### src/rtl/rng_pkg.sv
// Shared constants, FSM encoding and LFSR step function for the random-number arbiter.
package rng_pkg;

   localparam int          LFSR_W       = 16;
   localparam logic [15:0] LFSR_TAPS    = 16'hB400;
   localparam logic [15:0] SEED_DEFAULT = 16'hACE1;

   typedef enum logic [0:0] {
      WARM  = 1'b0,
      SERVE = 1'b1
   } rng_state_e;

   // Taps on bits 15, 13, 12 and 10, feedback shifted into bit 0.
   function automatic logic [LFSR_W-1:0] lfsr_next(input logic [LFSR_W-1:0] s);
      return {s[LFSR_W-2:0], ^(s & LFSR_TAPS)};
   endfunction

endpackage

### src/rtl/rng_lfsr_core.sv
// 16-bit Fibonacci LFSR with load (priority) and step controls; a zero load value
// is replaced by the default seed so the state can never lock up at zero.
module rng_lfsr_core #(
   parameter logic [15:0] SEED_INIT = 16'hACE1
) (
   input  logic                       clk_i,
   input  logic                       rst_i,
   input  logic                       load_i,
   input  logic [rng_pkg::LFSR_W-1:0] load_val_i,
   input  logic                       step_i,
   output logic [rng_pkg::LFSR_W-1:0] state_o
);
   import rng_pkg::*;

   logic [LFSR_W-1:0] state_q;
   logic [LFSR_W-1:0] state_d;

   // Next-state selection: load, step or hold.
   always_comb begin
      state_d = state_q;
      if (load_i) begin
         state_d = (load_val_i == 16'h0000) ? SEED_INIT : load_val_i;
      end else if (step_i) begin
         state_d = lfsr_next(state_q);
      end else begin
         state_d = state_q;
      end
   end

   // State register.
   always_ff @(posedge clk_i) begin
      if (rst_i) begin
         state_q <= SEED_INIT;
      end else begin
         state_q <= state_d;
      end
   end

   assign state_o = state_q;

endmodule

### src/rtl/rng_arbiter.sv
// Round-robin arbiter handing out one LFSR draw per grant to NUM_REQ requesters,
// with warm-up after reset or reseed.
module rng_arbiter #(
   parameter  int          NUM_REQ      = 4,
   parameter  int          WARMUP       = 16,
   parameter  logic [15:0] SEED_DEFAULT = rng_pkg::SEED_DEFAULT,
   localparam int          ID_W         = $clog2(NUM_REQ)
) (
   input  logic                       clk_i,
   input  logic                       rst_i,
   input  logic [NUM_REQ-1:0]         req_i,
   input  logic                       seed_wr_i,
   input  logic [rng_pkg::LFSR_W-1:0] seed_data_i,
   output logic                       rnd_valid_o,
   output logic [rng_pkg::LFSR_W-1:0] rnd_data_o,
   output logic [ID_W-1:0]            rnd_id_o,
   output logic [NUM_REQ-1:0]         gnt_o,
   output logic                       busy_o
);
   import rng_pkg::*;

   localparam rng_state_e      RST_STATE = (WARMUP == 0) ? SERVE : WARM;
   localparam logic [7:0]      WARM_LAST = (WARMUP == 0) ? 8'd0 : 8'(WARMUP - 1);
   localparam logic [ID_W-1:0] LAST_RST  = ID_W'(NUM_REQ - 1);

   rng_state_e        state_q, state_d;
   logic [7:0]        warm_cnt_q, warm_cnt_d;
   logic [NUM_REQ-1:0] pend_q, pend_d;
   logic [ID_W-1:0]   last_q, last_d;
   logic              valid_q, valid_d;
   logic [LFSR_W-1:0] data_q, data_d;
   logic [ID_W-1:0]   id_q, id_d;
   logic [NUM_REQ-1:0] gnt_q, gnt_d;
   logic              busy_q, busy_d;

   logic [NUM_REQ-1:0] eff_s;
   logic [NUM_REQ-1:0] sel_oh_s;
   logic [ID_W-1:0]   sel_s;
   int                best_s;
   logic              take_s;
   logic [LFSR_W-1:0] lfsr_state_s;
   logic              lfsr_load_s;
   logic              lfsr_step_s;

   rng_lfsr_core #(.SEED_INIT(SEED_DEFAULT)) u_lfsr (
      .clk_i      (clk_i),
      .rst_i      (rst_i),
      .load_i     (lfsr_load_s),
      .load_val_i (seed_data_i),
      .step_i     (lfsr_step_s),
      .state_o    (lfsr_state_s)
   );

   assign eff_s    = pend_q | req_i;
   assign sel_oh_s = {{(NUM_REQ-1){1'b0}}, 1'b1} << sel_s;

   // Round-robin pick: set bit with the smallest distance past last_q.
   always_comb begin
      sel_s  = {ID_W{1'b0}};
      best_s = NUM_REQ;
      take_s = 1'b0;
      for (int j = 0; j < NUM_REQ; j++) begin
         take_s = eff_s[j] && (((j + NUM_REQ - 1 - int'(last_q)) % NUM_REQ) < best_s);
         sel_s  = take_s ? ID_W'(j) : sel_s;
         best_s = take_s ? ((j + NUM_REQ - 1 - int'(last_q)) % NUM_REQ) : best_s;
      end
   end

   // FSM next state, LFSR controls and output next values; reseed overrides all.
   always_comb begin
      state_d     = state_q;
      warm_cnt_d  = warm_cnt_q;
      pend_d      = eff_s;
      last_d      = last_q;
      valid_d     = 1'b0;
      data_d      = data_q;
      id_d        = id_q;
      gnt_d       = {NUM_REQ{1'b0}};
      busy_d      = busy_q;
      lfsr_load_s = 1'b0;
      lfsr_step_s = 1'b0;
      if (seed_wr_i) begin
         lfsr_load_s = 1'b1;
         warm_cnt_d  = 8'd0;
         state_d     = RST_STATE;
         busy_d      = (WARMUP != 0);
      end else begin
         case (state_q)
            WARM: begin
               lfsr_step_s = 1'b1;
               warm_cnt_d  = warm_cnt_q + 8'd1;
               if (warm_cnt_q == WARM_LAST) begin
                  state_d = SERVE;
                  busy_d  = 1'b0;
               end else begin
                  state_d = WARM;
                  busy_d  = 1'b1;
               end
            end
            SERVE: begin
               if (|eff_s) begin
                  valid_d     = 1'b1;
                  data_d      = lfsr_state_s;
                  id_d        = sel_s;
                  gnt_d       = sel_oh_s;
                  pend_d      = eff_s & ~sel_oh_s;
                  last_d      = sel_s;
                  lfsr_step_s = 1'b1;
               end else begin
                  valid_d = 1'b0;
               end
            end
            default: begin
               state_d = RST_STATE;
               busy_d  = (WARMUP != 0);
            end
         endcase
      end
   end

   // Registers for FSM, bookkeeping and outputs.
   always_ff @(posedge clk_i) begin
      if (rst_i) begin
         state_q    <= RST_STATE;
         warm_cnt_q <= 8'd0;
         pend_q     <= {NUM_REQ{1'b0}};
         last_q     <= LAST_RST;
         valid_q    <= 1'b0;
         data_q     <= 16'h0000;
         id_q       <= {ID_W{1'b0}};
         gnt_q      <= {NUM_REQ{1'b0}};
         busy_q     <= (WARMUP != 0);
      end else begin
         state_q    <= state_d;
         warm_cnt_q <= warm_cnt_d;
         pend_q     <= pend_d;
         last_q     <= last_d;
         valid_q    <= valid_d;
         data_q     <= data_d;
         id_q       <= id_d;
         gnt_q      <= gnt_d;
         busy_q     <= busy_d;
      end
   end

   assign rnd_valid_o = valid_q;
   assign rnd_data_o  = data_q;
   assign rnd_id_o    = id_q;
   assign gnt_o       = gnt_q;
   assign busy_o      = busy_q;

endmodule

### config.mk
export PLATFORM = sky130hd
export DESIGN_NAME = rng_arbiter
export DESIGN_NICKNAME = d
export VERILOG_FILES = /design/src/rtl/rng_pkg.sv /design/src/rtl/rng_lfsr_core.sv /design/src/rtl/rng_arbiter.sv
export SDC_FILE = /design/constraint.sdc
export NUM_CORES = 1
export LEC_CHECK = 0
export ABC_AREA = 1
export CAP_MARGIN = 20
export CORE_UTILIZATION = 55
export CTS_CLUSTER_SIZE = 28
export DETAILED_ROUTE_END_ITERATION = 6
export DONT_BUFFER_PORTS = 1
export PLACE_DENSITY = 0.67
export REMOVE_ABC_BUFFERS = 1
export SYNTH_ARGS = -nofsm -noshare
export SYNTH_HDL_FRONTEND = slang
export SYNTH_SLANG_ARGS = --single-unit
### constraint.sdc
create_clock -name clk_i -period 3.8 [get_ports clk_i]
set_input_delay 0.57 -clock clk_i [delete_from_list [all_inputs] [get_ports clk_i]]
set_output_delay 0.57 -clock clk_i [all_outputs]
set_load 0.005 [all_outputs]
# [After elaboration in Yosys (flattened, before gate mapping)]
# Index checks and enable logic that the tools add are counted.
[totals] reg_bits=55 output_inout_bits=24 input_bits=23 word_cells=66
[op_classes] n_reduce_logical=16 n_addsub=5 eq_ne=1 n_shift=1 n_bitwise=10 muxes=19 order_cmp=4
[ops] op="$lt A3 B32 Y1" n=3
[ops] op="$mux W32" n=3
[ops] op="$mux W16" n=3
[ops] op="$logic_not A16 Y1" n=1
[ops] op="$reduce_xor A16 Y1" n=1
[ops] op="$mux W4" n=3
[ops] op="$sub A3 B2 Y4 const A" n=3
[ops] op="$reduce_or A2 Y1" n=5
[ops] op="$add A8 B1 Y8 const B" n=1
[ops] op="$eq A8 B4 Y1 const B" n=1
[ops] op="$reduce_or A4 Y1" n=2
[ops] op="$mux W1" n=7
[ops] op="$and A1 B1 Y1" n=4
[ops] op="$and A4 B4 Y4" n=1
[ops] op="$logic_and A1 B1 Y1" n=4
[ops] op="$lt A3 B4 Y1 const B" n=1
[ops] op="$mux W2" n=2
[ops] op="$not A4 Y4" n=1
[ops] op="$or A4 B4 Y4" n=1
[ops] op="$shl A1 B2 Y4 const A" n=1
[ops] op="$not A1 Y1" n=3
[ops] op="$reduce_and A3 Y1" n=1
[ops] op="$reduce_or A3 Y1" n=1
[ops] op="$sub A2 B2 Y3 const A" n=1
[ops] op="other kinds (2)" n=2

# [Longest topological paths before layout]
[logic_depth] depth_word=21 ltp_mapped=24 mapped_depth_nobuf=24

# [Modules after synthesis]
# Synthesis repeated with hierarchy kept, for this count alone.
[unflattened] cells_unflattened=364 hier_area_um2=2643.8
[modules_own_cells] module="rng_arbiter" seq_area_each_um2=780.7 area_each_um2=1736.7 cells_per_inst=223 n_inst=1
[modules_own_cells] module="rng_lfsr_core" seq_area_each_um2=320.3 area_each_um2=907.1 cells_per_inst=141 n_inst=1

# [Worst setup path after synthesis]
# Ideal clock, no wire load.
[synth_timing] kind="input to register" from="input req_i[0]" to="register pend_q[2]" path_buffers=0 setup_time_ns=0.113 cell_stages=23 t_arrival_ns=2.990 path_slack_ns=0.697 required_ns=3.687 path_cell_list="nor2_2 -> or2_2 -> ha_1 -> nand2_1 -> nand2_1 -> nand2_1 -> nand2_1 -> o21ai_0 -> ha_1 -> inv_1 -> nor2_1 -> nand2_1 -> nand3_2 -> nand2_1 -> o21ai_0 -> ha_1 -> nand2_1 -> inv_1 -> nand2_2 -> nand3_4 -> nand2_1 -> o21ai_1 -> inv_1"
[synth_between] elab_chain_cells=18 word_cells_on_any_way=21 cone_classes="order compare: 3; shift: 1; mux: 9; bitwise: 3; reduce/logical: 5"
[synth_rtl] element="start: declaration" line_no="rng_arbiter.sv:11" text="input logic [NUM_REQ-1:0] req_i,"
[synth_rtl] element="$or A4 B4 Y4 *" line_no="rng_arbiter.sv:54" text="assign eff_s = pend_q | req_i;"
[synth_rtl] element="$logic_and A1 B1 Y1" line_no="rng_arbiter.sv:63" text="take_s = eff_s[j] && (((j + NUM_REQ - 1 - int'(last_q)) % NUM_REQ) < best_s);"
[synth_rtl] element="$mux W32" line_no="rng_arbiter.sv:65" text="best_s = take_s ? ((j + NUM_REQ - 1 - int'(last_q)) % NUM_REQ) : best_s;"
[synth_rtl] element="$lt A3 B32 Y1" line_no="rng_arbiter.sv:63"
[synth_rtl] element="$logic_and A1 B1 Y1" line_no="rng_arbiter.sv:63"
[synth_rtl] element="$mux W32" line_no="rng_arbiter.sv:65"
[synth_rtl] element="$lt A3 B32 Y1" line_no="rng_arbiter.sv:63"
[synth_rtl] element="$logic_and A1 B1 Y1" line_no="rng_arbiter.sv:63"
[synth_rtl] element="[2 not listed]"
[synth_rtl] element="$logic_and A1 B1 Y1" line_no="rng_arbiter.sv:63"
[synth_rtl] element="$mux W2" line_no="rng_arbiter.sv:64" text="sel_s = take_s ? ID_W'(j) : sel_s;"
[synth_rtl] element="$shl A1 B2 Y4" line_no="rng_arbiter.sv:55" text="assign sel_oh_s = {{(NUM_REQ-1){1'b0}}, 1'b1} << sel_s;"
[synth_rtl] element="$not A4 Y4" line_no="rng_arbiter.sv:106" text="pend_d = eff_s & ~sel_oh_s;"
[synth_rtl] element="$and A4 B4 Y4" line_no="rng_arbiter.sv:106"
[synth_rtl] element="$mux W4 *" line_no="rng_arbiter.sv:101" text="if (|eff_s) begin"
[synth_rtl] element="$mux W4 *" line_no="rng_arbiter.sv:88" text="case (state_q)"
[synth_rtl] element="$mux W4 *" line_no="rng_arbiter.sv:82" text="if (seed_wr_i) begin"
[synth_rtl] element="end signal: assignment" line_no="rng_arbiter.sv:126" text="pend_q <= {NUM_REQ{1'b0}};"
[synth_rtl] element="end signal: assignment" line_no="rng_arbiter.sv:136" text="pend_q <= pend_d;"
[synth_rtl] element="end: declaration" line_no="rng_arbiter.sv:28" text="logic [NUM_REQ-1:0] pend_q, pend_d;"
# Mark *: on every way between the ends. The rest lies on a longest branch, timed or not.
# A chain may end at the register's enable or synchronous reset.

# [Worst setup path after layout]
[layout_timing] from="register last_q[1]" to="register id_q[0] (netlist: rnd_id_o[0])"
[layout_between] elab_chain_cells=15 word_cells_on_any_way=26 cone_classes="add/sub: 4; order compare: 4; mux: 6; bitwise: 4; reduce/logical: 8"
[layout_rtl] element="start: declaration" line_no="rng_arbiter.sv:29" text="logic [ID_W-1:0] last_q, last_d;"
[layout_rtl] element="start signal: assignment" line_no="rng_arbiter.sv:137" text="last_q <= last_d;"
[layout_rtl] element="$sub A2 B2 Y3" line_no="rng_arbiter.sv:63, rng_arbiter.sv:65"
[layout_rtl] element="$reduce_or A2 Y1 (no line)"
[layout_rtl] element="$and A1 B1 Y1 (no line)"
[layout_rtl] element="$lt A3 B4 Y1" line_no="rng_arbiter.sv:63"
[layout_rtl] element="$logic_and A1 B1 Y1" line_no="rng_arbiter.sv:63"
[layout_rtl] element="$mux W32" line_no="rng_arbiter.sv:65"
[layout_rtl] element="$lt A3 B32 Y1" line_no="rng_arbiter.sv:63"
[layout_rtl] element="$logic_and A1 B1 Y1" line_no="rng_arbiter.sv:63"
[layout_rtl] element="$mux W32" line_no="rng_arbiter.sv:65"
[layout_rtl] element="$lt A3 B32 Y1" line_no="rng_arbiter.sv:63"
[layout_rtl] element="$logic_and A1 B1 Y1" line_no="rng_arbiter.sv:63"
[layout_rtl] element="$mux W32" line_no="rng_arbiter.sv:65"
[layout_rtl] element="$lt A3 B32 Y1" line_no="rng_arbiter.sv:63"
[layout_rtl] element="$logic_and A1 B1 Y1" line_no="rng_arbiter.sv:63"
[layout_rtl] element="$mux W2 *" line_no="rng_arbiter.sv:64"
[layout_rtl] element="end signal: assignment" line_no="rng_arbiter.sv:130" text="id_q <= {ID_W{1'b0}};"
[layout_rtl] element="end signal: assignment" line_no="rng_arbiter.sv:140" text="id_q <= id_d;"
[layout_rtl] element="end: declaration" line_no="rng_arbiter.sv:32" text="logic [ID_W-1:0] id_q, id_d;"
# Marks and branches as above.

==> metrics <==
CTS Root Buffer Type=clkbuf_8; Final min period=3170 ps; slew margin rel.=37.8%; Max Freq=315 MHz; layout filler cell count=399; Reg area=1100 µm²; TritonCTS Buffers=5; Routed Antenna Nets=0; Synth Cell Area=2490 µm²; Clock Pin Slew Worst Setup and Hold Paths=90 ps; post-DP HPWL=3.32 mm; vias in the first global route=1866; Die Y=69.3 µm; RSZ-0062 raised after global routing=no; GRT Total Usage=21.4%; DRC violation total after the first TritonRoute iteration=117; GP Congestion=0.884; drt first pass iters=4; Die X=69.3 µm; Synth Register Bits=55; CTS tree=built; Placed Area=2500 µm²; pre-CTS setup slack=424 ps; Clock Latency Late Sink=310 ps; Bufs on Longest Clock Path=2; first-pass GRT wire length=8.38 mm; Vias/cell=5.43; Design Area, Final=2600 µm²; row cnt=24; Ys Warns=0; via count=1956; Max rail drop VDD=0.240 mV; CP required=4040 ps; port bufs=0; Worst Path Arrival=3420 ps; WL per Instance=13.0 µm; pins over their slew limit=0; Max Cap Viol=0; Setup Crit Path Kind=flop to flop; CP startpoint kind=flop; share of cells above drive strength 1=15.3%; postcts setup bufs=0; largest net degree at the start of global routing=31; most common cell after layout, fill and taps aside=dfxtp_1; DRC viols=0; Synth async-reset ratio=0%; synth unique cells=38; Syn Area/Cell=8.03 µm²; register area share after synthesis=44.2%; IO Pins=47; WL final=4.68 mm; total leakage power=0.00113 µW; ranking of synthesized cells by area=dfxtp_1 (44%), nand2_1 (6.5%), a21oi_1 (5.6%), inv_1 (5.6%), nor2_1 (5.1%); PD cells=399 nW/µm²; period utilization=83.6%; multi-input logic area=1150 µm²; reg2reg setup slack=630 ps; H-tree depth=2; post-cts sizing count=0; commonest cells after routing, fill and taps aside=dfxtp_1 (55), nand2_1 (43), inv_1 (37); grt ovf=0; TNS Setup=0 ps; final setup fails=0; number of antenna violations at the first check in global routing=0; post-synth top area cell=dfxtp_1; hold crit path type=input port to flop; commonest register cell after synthesis=dfxtp_1; actual transition at the worst max-transition pin=932 ps; die footprint=4800 µm²; clk_skew=9.89 ps; Layout Area Growth over Synthesis=4.47%; slack of the critical path=625 ps; Post-synth EDFFs=0; Syn Inst Count=310; post-synth top area share=44.2%; clock sinks=55; maximum fanout along the worst path=7; Initial Util=57.2%; final net count=334; Ant. Diodes=0; outcome=finished clean; core region area=4350 µm²; Final Hold Fails=0; hold buffer count at cts=0; crit end category=flop
==> synthesized netlist by cell type (2+ instances only) <==
| master | number |
|---|---|
| nand3_1 | 11 |
| o221ai_2 | 6 |
| buf_4 | 2 |
| xor2_1 | 2 |
| buf_2 | 3 |
| nand3_2 | 2 |
| nor2_1 | 34 |
| a221oi_1 | 2 |
| buf_6 | 2 |
| nor2_2 | 2 |
| inv_2 | 6 |
| dfxtp_1 | 55 |
| o21ai_0 | 25 |
| a211oi_2 | 2 |
| nand4_1 | 2 |
| nand2_1 | 43 |
| nand2_2 | 3 |
| inv_1 | 37 |
| nor4_1 | 4 |
| a31oi_1 | 3 |
| nor2_4 | 3 |
| a21oi_1 | 28 |
| o21ai_1 | 4 |
| ha_1 | 4 |
| nor3_1 | 4 |
| clkbuf_1 | 4 |
| o21ai_2 | 6 |
==> routing by layer <==
metal / wire length, µm / track usage, % / vias to the layer above
li1: - / - / 1019
met1: 2300 / 28.7 / 896
met2: 2110 / 33.4 / 34
met3: 198 / 5.96 / 7
met4: 75 / 6.80 / 0
met5: 0 / 0 / -
==> final cells by class <==
class | instances | area share, %
clock buffer | 7 | 3.70
clock inverter | 1 | 0.289
inverter | 44 | 6.54
multi-input combinational | 200 | 44.3
sequential | 55 | 42.3
tap | 52 | 2.50
timing repair buffer | 1 | 0.289
==> per-stage QoR <==
stage / utilization (%) / hold slack (ps) / cells / power [µW]
3_3_place_gp: 57.4 / 460 / 352 / 702
6_report: 59.7 / 319 / 360 / 1040
4_1_cts: 59.7 / 307 / 360 / 1050
3_5_place_dp: 57.4 / 470 / 352 / 703
2_1_floorplan: - / 447 / 299 / 687
5_1_grt: 59.7 / 303 / 360 / 1080
==> cell families after synthesis <==
| group | count (synthesis) | synth area share, % |
|---|---|---|
| flops | 55 | 44.2 |
| buf+inv | 55 | 9.55 |
| xor+xnor | 3 | 1.06 |
| simple gates | 112 | 21.7 |
| fa+ha+maj | 4 | 2.01 |
| compound gates | 81 | 21.5 |
==> worst paths after layout <==
path         cells past startpoint          end      start
max reg2reg                     22  rnd_id_o[0]  last_q[1]
min                              1  rnd_id_o[1]      rst_i
max                             22  rnd_id_o[0]  last_q[1]
min reg2reg                      2       busy_o     busy_o
==> flip-flops by register name (all words and copies together) (netlist names) <==
name            flops
rnd_valid_o         1
warm_cnt_q          8
state_q             1
busy_o              1
gnt_o               4
u_lfsr.state_o     16
pend_q              4
rnd_data_o         16
rnd_id_o            2
last_q              2
==> critical path: stages, from the launching register on <==
cell	delay, ps
dfxtp_1	370
or2_2	330
ha_1	270
nand2_1	60
nand2_1	40
nand2_1	70
nand2_1	110
o21ai_0	270
ha_1	280
inv_1	50
nor2_1	40
nand2_1	70
nand3_2	130
nand2_1	90
o21ai_0	80
ha_1	280
nand2_1	60
inv_1	40
nand2_2	80
nand3_4	110
nand2_1	100
nand2_1	60
a21oi_1	120
==> where the power goes <==
| group | internal [µW] | switching (µW) | total, µW |
|---|---|---|---|
| combinational | 33.6 | 54.4 | 88.0 |
| sequential | 592 | 10.1 | 602 |
| clock | 166 | 182 | 348 |
| total | 791 | 247 | 1040 |
Note: power is estimated with default switching activity, not from simulation.
